**config.mk**
```make
export PLATFORM = sky130hd
export DESIGN_NAME = timer_1us
export DESIGN_NICKNAME = d
export VERILOG_FILES = /design/src/rtl/timer_1us.sv
export SDC_FILE = /design/constraint.sdc
export NUM_CORES = 1
export LEC_CHECK = 0
export ABC_AREA = 0
export CAP_MARGIN = 10
export CORE_MARGIN = 1
export CORE_UTILIZATION = 56
export CTS_CLUSTER_SIZE = 28
export DETAILED_ROUTE_END_ITERATION = 10
export PLACE_DENSITY = 0.75
export SYNTH_ARGS = -nofsm -noshare
export SYNTH_HDL_FRONTEND = slang
export SYNTH_SLANG_ARGS = --single-unit
```
**constraint.sdc**
```tcl
create_clock -name clk_36MHz -period 1.89 [get_ports clk_36MHz]
set_input_delay 0.2835 -clock clk_36MHz [delete_from_list [all_inputs] [get_ports clk_36MHz]]
set_output_delay 0.2835 -clock clk_36MHz [all_outputs]
set_load 0.02 [all_outputs]
```
**src/rtl/timer_1us.sv**
```systemverilog
// Microsecond timeout timer: a prescaler divides clk_36MHz down to 1 us ticks,
// and a saturating tick counter raises the registered flag q after COUNT_US ticks.
module timer_1us #(
   parameter int COUNT_US    = 1000,
   parameter int CLKS_PER_US = 36
) (
   input  logic clk_36MHz,
   input  logic reset,
   input  logic en,
   output logic q
);

   localparam int PRE_W = (CLKS_PER_US > 1) ? $clog2(CLKS_PER_US) : 1;
   localparam int CNT_W = $clog2(COUNT_US + 1);

   localparam logic [PRE_W-1:0] PRE_LAST = PRE_W'(CLKS_PER_US - 1);
   localparam logic [CNT_W-1:0] CNT_MAX  = CNT_W'(COUNT_US);

   // Power-up values are zero so the flag is clean before the first reset.
   logic [PRE_W-1:0] pre_reg    = '0;
   logic [CNT_W-1:0] us_cnt_reg = '0;
   logic             q_reg      = 1'b0;

   logic [PRE_W-1:0] pre_next;
   logic [CNT_W-1:0] us_cnt_next;
   logic             q_next;

   always_comb begin
      pre_next    = pre_reg;
      us_cnt_next = us_cnt_reg;
      q_next      = q_reg;
      if (!en) begin
         pre_next    = '0;
         us_cnt_next = '0;
         q_next      = 1'b0;
      end else if (us_cnt_reg != CNT_MAX) begin
         // Once saturated everything holds, so q can never re-trigger or wrap.
         if (pre_reg == PRE_LAST) begin
            pre_next    = '0;
            us_cnt_next = us_cnt_reg + CNT_W'(1);
            q_next      = (us_cnt_reg == CNT_W'(COUNT_US - 1));
         end else begin
            pre_next = pre_reg + PRE_W'(1);
         end
      end
   end

   always_ff @(posedge clk_36MHz) begin
      if (!reset) begin
         pre_reg    <= '0;
         us_cnt_reg <= '0;
         q_reg      <= 1'b0;
      end else begin
         pre_reg    <= pre_next;
         us_cnt_reg <= us_cnt_next;
         q_reg      <= q_next;
      end
   end

   assign q = q_reg;

endmodule

```
==> results_dict.tcl <==
set metrics [dict create \
    grt_pass1_wl_um 2360 \
    routedWlPerCell_um 13.3 \
    synth_area_um2 856 \
    min_path_type "flip-flop to flip-flop" \
    cp_slowest_stage_delay_ns 0.39 \
    synth_most_common_cell "dfxtp_1" \
    worst_pin_slew_ns 0.362 \
    crit_type "flip-flop to flip-flop" \
    cts_buffer_depth 2 \
    fmax_mhz 600 \
    grt_pass1_vias 579 \
    cts-resized-gates 0 \
    status "finished, final reports clean" \
    powerDensity_mw_per_mm2 605 \
    routed-via-count 738 \
    finalWeightedCongestion 0.798 \
    initial_core_util 0.626 \
    slew_headroom 0.758 \
    seq_area_frac_synth 0.398 \
    ys_warn_count 0 \
    tns_ns 0 \
    clkSinkCount 17 \
    io_pins 4 \
    row_count 13 \
    synthDistinctLibCells 33 \
    fp.dieW_um 41.1 \
    firstDrtPassIters 4 \
    worst-path-buf-inv 0 \
    reg2reg_from "pre_reg[0]" \
    synth_top_area_share 0.398 \
    finalClockSkew_ns 0.000788 \
    r2r_slack_ns 0.22 \
    globalRouteOverflowTotal 0 \
    cp-startpoint "pre_reg[0]" \
    syn_area_per_cell_um2 8.64 \
    setup_viol 0 \
    start_kind "flip-flop" \
    slew_viol_final 0 \
    cp_data_required_time_ns 2.11 \
    instances_no_fill 122 \
    htreeDepth 1 \
    area_delta_synth_final_pct 10.4 \
    cp.arrival_ns 1.89 \
    final_core_util 0.691 \
    dieArea_mm2 0.00169 \
    grt_max_degree 17 \
    nets 114 \
    drc 0 \
    largest_reg_flops 10 \
    hpwl_um 1230 \
    cp_cell_sequence "ha_1 -> nor2b_1 -> nand2_1 -> or3_1 -> a21oi_1" \
    synth-edff-count 0 \
    drtIter0Drc 12 \
    synth_top_cell_by_area "dfxtp_1" \
    detail-route-antenna-nets 0 \
    async_reset_ff_frac 0 \
    routed_wl_um 1620 \
    cpLargestDelayFamily "simple AND/OR/NAND/NOR gates" \
    globalRouteTotalUtil 0.222 \
    hold_ws_ns 0.487 \
    cts_root_buffer "clkbuf_4" \
    syn_nets 105 \
    finalCriticalPeriod_ns 1.67 \
    leakage_uw 0.000305 \
    numCtsBuffers 3 \
    slowest_stage "dfxtp_1" \
    synth_common_cells "17 x dfxtp_1, 9 x a21oi_1" \
    rsz0062_at_grt "no" \
    worstSkewPairLatency_ns 0.28 \
    drt-vias-per-instance 6.05 \
    dp.cells 118 \
    synth_top_flop_cell "dfxtp_1" \
    endpoint_kind "flip-flop" \
    worstHoldStart "q" \
    io_buffers 3 \
    hold_buffers 0 \
    finalCritPeriodShare 0.882 \
    hold_viol 0 \
    cts_tree "built" \
    syn_inst 99 \
    post_cts_buffers 0 \
    drive_gt1_frac 0.0841 \
    antenna_found_initial 0 \
    power.total_uw 571 \
    ir_drop_mv 0.498 \
    design.core.area_mm2 0.00137 \
    antenna_cells 0 \
    drv_cap 0 \
    path_clk_slew_ns 0.09 \
    synth-seq-cells 17 \
    chipHeight_um 41.1 \
    crit_fanout 7 \
    synthTopCellsByArea "dfxtp_1 40%, a21oi_1 5.3%, ha_1 4.4%" \
]
path summary, 6_finish.rpt:
| path | to | cells after the start |
|---|---|---|
| setup / recovery | us_cnt_reg[0] | 5 |
| hold reg to reg | q | 2 |
| setup reg to reg | us_cnt_reg[0] | 5 |
| hold / removal | q | 2 |
cells in the final DEF, fill, tap and decap left out:
| cell type | instances |
|---|---|
| inv_1 | 3 |
| nor4_2 | 1 |
| xnor2_1 | 2 |
| o21ai_0 | 7 |
| mux2i_1 | 1 |
| or3b_1 | 1 |
| clkdlybuf4s50_1 | 3 |
| nand4b_1 | 2 |
| nor3_2 | 1 |
| ha_1 | 3 |
| nand2b_1 | 1 |
| nor2b_1 | 1 |
| nand2_1 | 7 |
| nand4_1 | 3 |
| nand3_1 | 7 |
| nor3_1 | 2 |
| nor4b_1 | 1 |
| clkbuf_4 | 3 |
| dfxtp_1 | 17 |
| a21oi_1 | 9 |
| clkbuf_1 | 1 |
| and2_1 | 1 |
| and4b_1 | 1 |
| o21ai_1 | 1 |
| buf_4 | 3 |
| nor2_1 | 7 |
| and4_1 | 1 |
| and3_1 | 2 |
| or3_1 | 6 |
| xor2_1 | 4 |
| or4_1 | 1 |
| nor3b_4 | 1 |
| nand3b_1 | 1 |
| or2_0 | 1 |
| a31o_1 | 1 |
layer usage:
layer	up-vias	GRT usage	wire (um)
met5	-	0	0
li1	377	-	-
met3	4	0.0326	51
met4	0	0.145	40
met2	13	0.359	786
met1	344	0.270	739
power by group:
group / total (uW) / switching (uW) / internal, uW
Combinational: 18.6 / 9.46 / 9.12
Clock: 190 / 108 / 82.0
Sequential: 362 / 2.07 / 360
area by class of cell:
cell class | instances | area (um2)
inverter | 3 | 11.3
tap | 15 | 18.8
sequential | 17 | 340
timing repair buffer | 6 | 52.6
multi-input combinational | 77 | 495
clock buffer | 4 | 26.3
fill | 111 | 422
cells by family (layout without fill, tap and decap cells):
logic type / Yosys count / count (layout) / synth area share
AOI/OAI and AO/OA: 18 / 18 / 0.110
muxes: 1 / 1 / 0.0117
adders and majority gates: 3 / 3 / 0.0439
and+or+nand+nor: 49 / 49 / 0.352
buffers and inverters: 5 / 13 / 0.0234
DFF: 17 / 17 / 0.398
xor gates and xnor gates: 6 / 6 / 0.0614
worst reg2reg max path: stages (launching register included):
cell and delay (ns):
dfxtp_1 0.39, ha_1 0.19, nor2b_1 0.27, nand2_1 0.21, or3_1 0.39, a21oi_1 0.14
per-stage QoR:
| step | setup WS [ns] | instance area [um2] |
|---|---|---|
| 2_1_floorplan | 0.376 | 856 |
| 3_3_place_gp | 0.254 | 918 |
| 3_5_place_dp | 0.232 | 918 |
| 4_1_cts | 0.212 | 945 |
| 5_1_grt | 0.0634 | 945 |
| 6_report | 0.223 | 945 |
Note: power is estimated with default switching activity, not from simulation.
